[config.mk]
export PLATFORM = sky130hd
export DESIGN_NAME = rv_axi_read_responder_flat
export DESIGN_NICKNAME = d
export VERILOG_FILES = /design/src/rtl/rv_axi_read_responder_if.sv /design/src/rtl/rv_axi_read_responder.sv /design/src/flat_wrapper.sv
export SDC_FILE = /design/constraint.sdc
export NUM_CORES = 1
export LEC_CHECK = 0
export BUFFER_PORTS_ARGS = -buffer_cell sky130_fd_sc_hd__buf_2
export CORE_ASPECT_RATIO = 0.7
export CORE_UTILIZATION = 46
export DETAILED_ROUTE_END_ITERATION = 6
export GPL_TIMING_DRIVEN = 0
export PLACE_DENSITY_LB_ADDON = 0.08
export SYNTH_ARGS = -nofsm -noshare
export SYNTH_HDL_FRONTEND = slang
export SYNTH_SLANG_ARGS = --single-unit
[constraint.sdc]
create_clock -name clk -period 2.35 [get_ports clk]
set_input_delay 0.1175 -clock clk [delete_from_list [all_inputs] [get_ports clk]]
set_output_delay 0.1175 -clock clk [all_outputs]
set_load 0.01 [all_outputs]
[src/rtl/rv_axi_read_responder_if.sv]
// AXI4 read-address and read-data channel bundles used by the read responder.
// Modport "in" is the receiving (slave) side of a channel, "out" the sending side.
interface rv_axi_ar_intf #(
  parameter int ADDR_WIDTH = 32,
  parameter int USER_WIDTH = 1,
  parameter int ID_WIDTH   = 1
);
  logic                  valid;
  logic                  ready;
  logic [ID_WIDTH-1:0]   id;
  logic [ADDR_WIDTH-1:0] addr;
  logic [7:0]            len;
  logic [2:0]            size;
  logic [1:0]            burst;
  logic                  lock;
  logic [3:0]            cache;
  logic [2:0]            prot;
  logic [3:0]            qos;
  logic [USER_WIDTH-1:0] user;

  modport in  (input valid, id, addr, len, size, burst, lock, cache, prot, qos, user,
               output ready);
  modport out (output valid, id, addr, len, size, burst, lock, cache, prot, qos, user,
               input ready);
endinterface

interface rv_axi_r_intf #(
  parameter int DATA_WIDTH = 32,
  parameter int ID_WIDTH   = 1
);
  logic                  valid;
  logic                  ready;
  logic [ID_WIDTH-1:0]   id;
  logic [DATA_WIDTH-1:0] data;
  logic [1:0]            resp;
  logic                  last;

  modport out (output valid, id, data, resp, last, input ready);
  modport in  (input valid, id, data, resp, last, output ready);
endinterface

[src/rtl/rv_axi_read_responder.sv]
// AXI4 read responder: serves one FIXED/INCR/WRAP burst at a time from a
// single-port synchronous memory with 1-cycle read latency.
module rv_axi_read_responder #(
  parameter  int ADDR_WIDTH = 32,
  parameter  int DATA_WIDTH = 32,
  parameter  int ID_WIDTH   = 1,
  parameter  int MEM_WORDS  = 1024,
  localparam int MEM_AW     = $clog2(MEM_WORDS)
) (
  input  logic                  clk,
  input  logic                  rst,
  rv_axi_ar_intf.in             ar,
  rv_axi_r_intf.out             r,
  output logic                  mem_read_enable,
  output logic [MEM_AW-1:0]     mem_read_addr,
  input  logic [DATA_WIDTH-1:0] mem_read_data
);

  localparam int BYTES = DATA_WIDTH / 8;
  localparam int SZ    = $clog2(BYTES);
  localparam int WA    = ADDR_WIDTH - SZ;

  localparam logic [1:0] BURST_FIXED = 2'd0;
  localparam logic [1:0] BURST_WRAP  = 2'd2;
  localparam logic [1:0] BURST_UNDEF = 2'd3;
  localparam logic [1:0] RESP_OKAY   = 2'd0;
  localparam logic [1:0] RESP_SLVERR = 2'd2;
  localparam logic [1:0] RESP_DECERR = 2'd3;

  typedef enum logic {IDLE, BURST} state_t;

  state_t                  state, state_nx;
  logic                    arready_p0;
  logic [8:0]              cnt_p0;
  logic [ID_WIDTH-1:0]     id_p0;
  logic [7:0]              len_p0;
  logic [1:0]              burst_p0;
  logic [ADDR_WIDTH-1:0]   addr_p0;
  logic                    slv_p0;
  logic                    issue_p0;
  logic                    ar_hs;
  logic                    ar_bad;
  logic [WA-1:0]           word_p0;
  logic [1:0]              resp_p0;

  logic                    vld_p1;
  logic                    last_p1;
  logic [1:0]              resp_p1;
  logic [ID_WIDTH-1:0]     id_p1;
  logic                    err_p1;

  logic                    unused_ar;

  function automatic logic [ADDR_WIDTH-1:0] next_addr(
    input logic [ADDR_WIDTH-1:0] a,
    input logic [1:0]            burst,
    input logic [7:0]            len
  );
    logic [ADDR_WIDTH-1:0] inc;
    logic [ADDR_WIDTH-1:0] mask;
    inc  = a + ADDR_WIDTH'(BYTES);
    mask = ((ADDR_WIDTH'(len) + ADDR_WIDTH'(1)) << SZ) - ADDR_WIDTH'(1);
    case (burst)
      BURST_FIXED: next_addr = a;
      BURST_WRAP:  next_addr = (a & ~mask) | (inc & mask);
      default:     next_addr = inc;
    endcase
  endfunction

  assign unused_ar = ^{ar.lock, ar.cache, ar.prot, ar.qos, ar.user};

  assign ar_hs    = ar.valid && arready_p0;
  assign ar.ready = arready_p0;

  // Any of these poisons the whole burst; WRAP only needs transfer-size alignment.
  assign ar_bad = (ar.size != 3'(SZ)) ||
                  (ar.burst == BURST_UNDEF) ||
                  ((ar.burst == BURST_WRAP) &&
                   !((ar.len == 8'd1) || (ar.len == 8'd3) ||
                     (ar.len == 8'd7) || (ar.len == 8'd15))) ||
                  ((ar.burst == BURST_WRAP) &&
                   ((ar.addr & ADDR_WIDTH'(BYTES - 1)) != '0));

  assign word_p0 = addr_p0[ADDR_WIDTH-1:SZ];
  assign resp_p0 = slv_p0                   ? RESP_SLVERR :
                   (word_p0 >= WA'(MEM_WORDS)) ? RESP_DECERR : RESP_OKAY;

  always_comb begin
    state_nx = state;
    issue_p0 = 1'b0;
    case (state)
      IDLE: begin
        if (ar_hs) state_nx = BURST;
      end
      BURST: begin
        issue_p0 = (cnt_p0 <= {1'b0, len_p0}) && (!vld_p1 || r.ready);
        if (vld_p1 && r.ready && last_p1) state_nx = IDLE;
      end
      default: state_nx = IDLE;
    endcase
  end

  assign mem_read_enable = issue_p0 && (resp_p0 == RESP_OKAY);
  assign mem_read_addr   = word_p0[MEM_AW-1:0];

  // p0: request capture and beat issue
  always_ff @(posedge clk or posedge rst) begin
    if (rst) begin
      state      <= IDLE;
      arready_p0 <= 1'b0;
      cnt_p0     <= '0;
    end else begin
      state      <= state_nx;
      arready_p0 <= (state_nx == IDLE);
      if (ar_hs)         cnt_p0 <= '0;
      else if (issue_p0) cnt_p0 <= cnt_p0 + 9'd1;
    end
  end

  always_ff @(posedge clk) begin
    if (ar_hs) begin
      id_p0    <= ar.id;
      len_p0   <= ar.len;
      burst_p0 <= ar.burst;
      addr_p0  <= ar.addr;
      slv_p0   <= ar_bad;
    end else if (issue_p0) begin
      addr_p0  <= next_addr(addr_p0, burst_p0, len_p0);
    end
  end

  // p1: R channel output register; data comes straight from the memory,
  // which holds its output while no read is issued.
  always_ff @(posedge clk or posedge rst) begin
    if (rst) begin
      vld_p1  <= 1'b0;
      last_p1 <= 1'b0;
      resp_p1 <= RESP_OKAY;
      id_p1   <= '0;
      err_p1  <= 1'b0;
    end else if (issue_p0) begin
      vld_p1  <= 1'b1;
      last_p1 <= (cnt_p0 == {1'b0, len_p0});
      resp_p1 <= resp_p0;
      id_p1   <= id_p0;
      err_p1  <= (resp_p0 != RESP_OKAY);
    end else if (r.ready) begin
      vld_p1  <= 1'b0;
    end
  end

  assign r.valid = vld_p1;
  assign r.last  = last_p1;
  assign r.resp  = resp_p1;
  assign r.id    = id_p1;
  assign r.data  = err_p1 ? '0 : mem_read_data;

endmodule

[src/flat_wrapper.sv]
// flat-port wrapper written by rule: the top's interface ports become plain ports
module rv_axi_read_responder_flat 
#(
  parameter  int ADDR_WIDTH = 32,
  parameter  int DATA_WIDTH = 32,
  parameter  int ID_WIDTH   = 1,
  parameter  int MEM_WORDS  = 1024,
  localparam int MEM_AW     = $clog2(MEM_WORDS)
)
  (clk, rst, mem_read_enable, mem_read_addr, mem_read_data, ar_valid, ar_id, ar_addr, ar_len, ar_size, ar_burst, ar_lock, ar_cache, ar_prot, ar_qos, ar_user, ar_ready, r_valid, r_id, r_data, r_resp, r_last, r_ready);
  rv_axi_ar_intf #(.ADDR_WIDTH(ADDR_WIDTH), .ID_WIDTH(ID_WIDTH)) ar_i ();
  rv_axi_r_intf #(.DATA_WIDTH(DATA_WIDTH), .ID_WIDTH(ID_WIDTH)) r_i ();
  input  logic clk;
  input  logic rst;
  output logic mem_read_enable;
  output logic [MEM_AW-1:0] mem_read_addr;
  input  logic [DATA_WIDTH-1:0] mem_read_data;
  input wire logic [$bits(ar_i.valid)-1:0] ar_valid;
  input wire logic [$bits(ar_i.id)-1:0] ar_id;
  input wire logic [$bits(ar_i.addr)-1:0] ar_addr;
  input wire logic [$bits(ar_i.len)-1:0] ar_len;
  input wire logic [$bits(ar_i.size)-1:0] ar_size;
  input wire logic [$bits(ar_i.burst)-1:0] ar_burst;
  input wire logic [$bits(ar_i.lock)-1:0] ar_lock;
  input wire logic [$bits(ar_i.cache)-1:0] ar_cache;
  input wire logic [$bits(ar_i.prot)-1:0] ar_prot;
  input wire logic [$bits(ar_i.qos)-1:0] ar_qos;
  input wire logic [$bits(ar_i.user)-1:0] ar_user;
  output wire logic [$bits(ar_i.ready)-1:0] ar_ready;
  output wire logic [$bits(r_i.valid)-1:0] r_valid;
  output wire logic [$bits(r_i.id)-1:0] r_id;
  output wire logic [$bits(r_i.data)-1:0] r_data;
  output wire logic [$bits(r_i.resp)-1:0] r_resp;
  output wire logic [$bits(r_i.last)-1:0] r_last;
  input wire logic [$bits(r_i.ready)-1:0] r_ready;
  assign ar_i.valid = ar_valid;
  assign ar_i.id = ar_id;
  assign ar_i.addr = ar_addr;
  assign ar_i.len = ar_len;
  assign ar_i.size = ar_size;
  assign ar_i.burst = ar_burst;
  assign ar_i.lock = ar_lock;
  assign ar_i.cache = ar_cache;
  assign ar_i.prot = ar_prot;
  assign ar_i.qos = ar_qos;
  assign ar_i.user = ar_user;
  assign ar_ready = ar_i.ready;
  assign r_valid = r_i.valid;
  assign r_id = r_i.id;
  assign r_data = r_i.data;
  assign r_resp = r_i.resp;
  assign r_last = r_i.last;
  assign r_i.ready = r_ready;
  rv_axi_read_responder #(.ADDR_WIDTH(ADDR_WIDTH), .DATA_WIDTH(DATA_WIDTH), .ID_WIDTH(ID_WIDTH), .MEM_WORDS(MEM_WORDS)) u_core (.clk(clk), .rst(rst), .ar(ar_i), .r(r_i), .mem_read_enable(mem_read_enable), .mem_read_addr(mem_read_addr), .mem_read_data(mem_read_data));
endmodule
== Word-level counts from Yosys, hierarchy flattened ==
Cells that the tools add are included.
Word-level totals
  register bits: 61
  logic and storage cells: 72
  input bits: 95
  output and inout port bits: 49
Cells by class
  $add $sub $neg: 4
  reductions and logical operators: 23
  bitwise gates (word level): 6
  equal/unequal tests: 10
  multiplexer cells: 14
  magnitude comparators: 2
Operators with widths (number)
  $mux 32: 3
  $and 32x32->32: 2
  $pmux 32 s2: 1
  $add 32x3->32 const B: 1
  $not 32->32: 1
  $or 32x32->32: 1
  $reduce_bool 32->1: 1
  $sub 32x1->32 const B: 1
  $ge 30x11->1 const B: 1
  $mux 9: 2
  $add 8x1->9 const B: 1
  $add 9x1->9 const B: 1
  $eq 9x8->1: 1
  $le 9x8->1: 1
  $eq 8x1->1 const B: 1
  $eq 8x2->1 const B: 1
  $eq 8x3->1 const B: 1
  $eq 8x4->1 const B: 1
  $logic_and 1x1->1: 7
  $logic_or 1x1->1: 7
  $eq 2x2->1 const B: 3
  $reduce_bool 2->1: 3
  $mux 1: 5
  $logic_not 2->1: 2
  7 further kinds: 10

== Depth between registers and ports, before layout ==
  depth in word-level cells: 8
  gate-level depth with buffers: 10

== Worst setup path after synthesis ==
Ideal clock, no wire load.
  kind: register to register
  from: register u_core.len_p0[5]
  to: register (tool-made name)
  cell stages (with the launch flop): 11
  path buffers: 3
  arrival: 2.251 ns
  setup slack: -0.220 ns
  cell sequence: edfxtp_1 buf_2 inv_1 ha_1 nand4b_4 or2_4 o31a_4 o31a_1 buf_6 buf_6 nor2_1
RTL lines
  start: declaration: line rv_axi_read_responder.sv:36  | logic [7:0] len_p0;
  start signal: assignment: line rv_axi_read_responder.sv:123  | len_p0 <= ar.len;

== Final worst setup path ==
  from: register u_core.len_p0[7]
  to: output port mem_read_enable
Between the ends
  longest elaborated chain between the ends: 4
Ends and longest elaborated chain
  $le 9x8->1: line rv_axi_read_responder.sv:96  | issue_p0 = (cnt_p0 <= {1'b0, len_p0}) && (!vld_p1 || r.ready);
  $logic_and 1x1->1: line rv_axi_read_responder.sv:96
  $mux 1: line rv_axi_read_responder.sv:91  | case (state)
  $logic_and 1x1->1: line rv_axi_read_responder.sv:103  | assign mem_read_enable = issue_p0 && (resp_p0 == RESP_OKAY);
  end: declaration: line flat_wrapper.sv:15  | output logic mem_read_enable;
Every way passes these cells.

==> flow_summary.toml <==
[critical_path]
reg2reg_from = "u_core.len_p0[7]$_DFFE_PP_"
path_max_fanout = 3
r2r_cells = 9
ff2ff_setup_slack_ns = -0.08
cp-start-kind = "register"
end_kind = "primary output"
critPathArrivalTime_ns = 2.40
crit_required_ns = 2.23
crit_type = "register to primary output"

[floorplanning]
die_x_um = 116
fp.dieH_um = 82.0
io_pins = 144
die_area_um2 = 9520
rows = 28
initial_core_util_pct = 48.5
core_um2 = 8650

[global_routing]
grt_pass1_vias = 3924
grt_max_degree = 22
grt.overflow.total = 0
grt.total_usage_pct = 30.9
grt_antenna_before_repair = 0
grt_pass1_wl_mm = 21.2

[route]
drt_drc_violations_left = 0
routed_via_density = 5.69
wl_mm = 14.4
wire_per_inst_um = 18.5
final_antenna_net_count = 0
vias = 4402
drtIter0Drc = 502
firstDrtPassIters = 6

[sta]
timing.fmax_mhz = 397
slew_violations = 0
rsz0062_at_grt = "true"
finalSetupViolCount = 33
period_minus_slack_ns = 2.52
setup_ws_ns = -0.169
worst_pin_slew_ns = 1.19
slew_headroom_pct = 20.5
period_share_pct = 107
fin_worst_skew_ns = 0.00761
hold_viol_final = 0

[finish]
antennaDiodeCount = 0
finalNonFillerCells = 774
area_growth_pct = 46.2
final_common_cell = "buf_2"
fill_cells = 660
final_nets = 758
fin_area_um2 = 6140
final_cell_mix = "buf_2, buf_4, edfxtp_1, nor2_1, nor2b_1"
drive_gt1_share_pct = 41.6

[cts]
cts_max_level = 3
cts.sinks = 58
cts_root_buffer = "clkbuf_16"
cts_buffers = 9
cts_tree = "done"
path_clk_slew_ns = 0.05
clk_latency_ns = 0.33
clock_path_buffers = 2

[hold_path]
holdCritPathClass = "input pin to register"
whs_endpoint = "u_core.slv_p0$_DFFE_PP_"
whs_path_depth = 2
holdCritStartpoint = "ar_size[1]"

[placed_design]
routabilityCongestion = 0.897
portBuffers = 130
dp_cells = 711
hpwl_mm = 10.1
placed_area_um2 = 5110

[yosys]
ys_dominant_reg_cell = "edfxtp_1"
syn_nets = 569
netlist_instances = 461
synthArstFlopShare_pct = 27.6
yosysTopAreaCell = "edfxtp_1"
yosys_register_bits = 58
yosysTopAreaCellShare_pct = 30.0
synth_area_leaders = "edfxtp_1, dfrtp_1, nor2b_1"
synth_area_per_cell_um2 = 9.11
synth-edff-count = 42
ys_seq_area_share_pct = 39.6
synth-warning-count = 0
synth_area_um2 = 4200
yosysUniqueCellTypes = 57

[pwr]
p_clk_share_pct = 18.2
p_comb_share_pct = 48.7
power_density_nw_per_um2 = 1120
switching_share_pct = 40.0
p_leak_uw = 0.00258
netSwitchingPower_uw = 2750
intPower_uw = 4120
ir_drop_uv = 653
p_seq_share_pct = 33.1

[job]
cap_viol_max_count = 0

[run_status]
status = "complete, but fails checks"
violations = "negative setup slack"
-- per-layer routing --
layer  share of wire (%)  GRT usage (%)
met1                  45           45.3
met2                  42           44.6
met3                  11           8.34
met4                 1.3           7.44
met5                   0              0
-- worst max-delay path, stage by stage, from the launching register on --
cell	delay (ns)
edfxtp_1	0.43
inv_2	0.09
ha_4	0.29
nand4b_4	0.11
or2_4	0.25
o31a_4	0.31
buf_6	0.13
nor4b_4	0.29
buf_2	0.18
-- power by group through the flow --
stage	registers, uW	logic (uW)	clock network (uW)
6_report	2270	3350	1250
3_5_place_dp	2240	2560	0
4_1_cts	2230	2990	1260
2_1_floorplan	2080	1920	0
3_3_place_gp	2240	2510	0
5_1_grt	2320	3640	1310
-- worst max path at each step --
stage                                     from               to  slack, ns  cells past startpoint
detailed placement  u_core.len_p0[2]$_DFFE_PP_         register      -0.40                     10
floorplan           u_core.len_p0[7]$_DFFE_PP_         register      -0.06                      9
finish              u_core.len_p0[7]$_DFFE_PP_  mem_read_enable      -0.17                      8
global placement    u_core.len_p0[1]$_DFFE_PP_         register      -0.44                      7
global route        u_core.len_p0[0]$_DFFE_PP_  mem_read_enable      -0.20                      8
CTS                 u_core.len_p0[7]$_DFFE_PP_  mem_read_enable      -0.19                      8
-- Yosys cell counts (2+ instances only) --
cell	number
a211oi_1	21
a21o_1	4
a21oi_1	23
a221oi_1	5
a41oi_1	2
and2_1	2
and3_1	6
and4_1	7
buf_2	8
buf_4	12
buf_6	2
clkbuf_1	12
dfrtp_1	16
edfxtp_1	42
ha_1	13
inv_1	17
mux2_2	2
mux2i_1	6
nand2_1	31
nand2b_1	7
nand3_1	18
nand4_1	13
nor2_1	49
nor2b_1	35
nor3_1	12
nor4_1	11
nor4b_1	2
o2111ai_1	3
o21a_1	2
o21ai_0	12
o21ai_1	2
o21bai_1	2
o31a_1	2
o31ai_1	2
or3_1	3
or4_1	2
xnor2_1	25
xor2_1	9
-- final cells by class --
cell class                 instances  area [um^2]  area share (%)
clock inverter                     5         46.3           0.754
timing repair buffer             179         1090            17.8
tap                              120          150            2.44
sequential                        58         1660            27.1
multi-input combinational        349         2630            42.9
buffer                            35          245            3.99
clock buffer                      10          229            3.73
inverter                          18         86.3            1.41
-- kinds of logic after synthesis --
logic type | synth area share (%)
mux | 1.97
compound gates | 14.8
buf+inv | 6.52
fa+ha+maj | 3.87
xor+xnor | 7.09
flops | 39.6
simple gates | 26.2
-- per-stage QoR --
stage / TNS [ns] / hold slack, ns / setup slack, ns / utilization (%) / power (uW)
after floorplan: -1.14 / 0.0312 / -0.0558 / - / 3990
after global placement: -13.80 / 0.232 / -0.440 / 59.1 / 4750
after detailed placement: -14.60 / 0.259 / -0.397 / 59.1 / 4810
after CTS: -2.88 / 0.0366 / -0.188 / 67.5 / 6480
after global routing: -3.50 / 0.0617 / -0.199 / 71.0 / 7270
final: -2.04 / 0.0436 / -0.169 / 71.0 / 6870
-- repair_timing --
item / in CTS / in global routing
endpoints found under the hold margin: 27 / 0
pin swaps: 14 / 17
buffers inserted: 18 / 18
hold buffers: 12 / 0
endpoints found under the setup margin: 53 / 52
resized for setup: 43 / 41
cloned: 1 / 0
(Power assumes the default switching activity.)
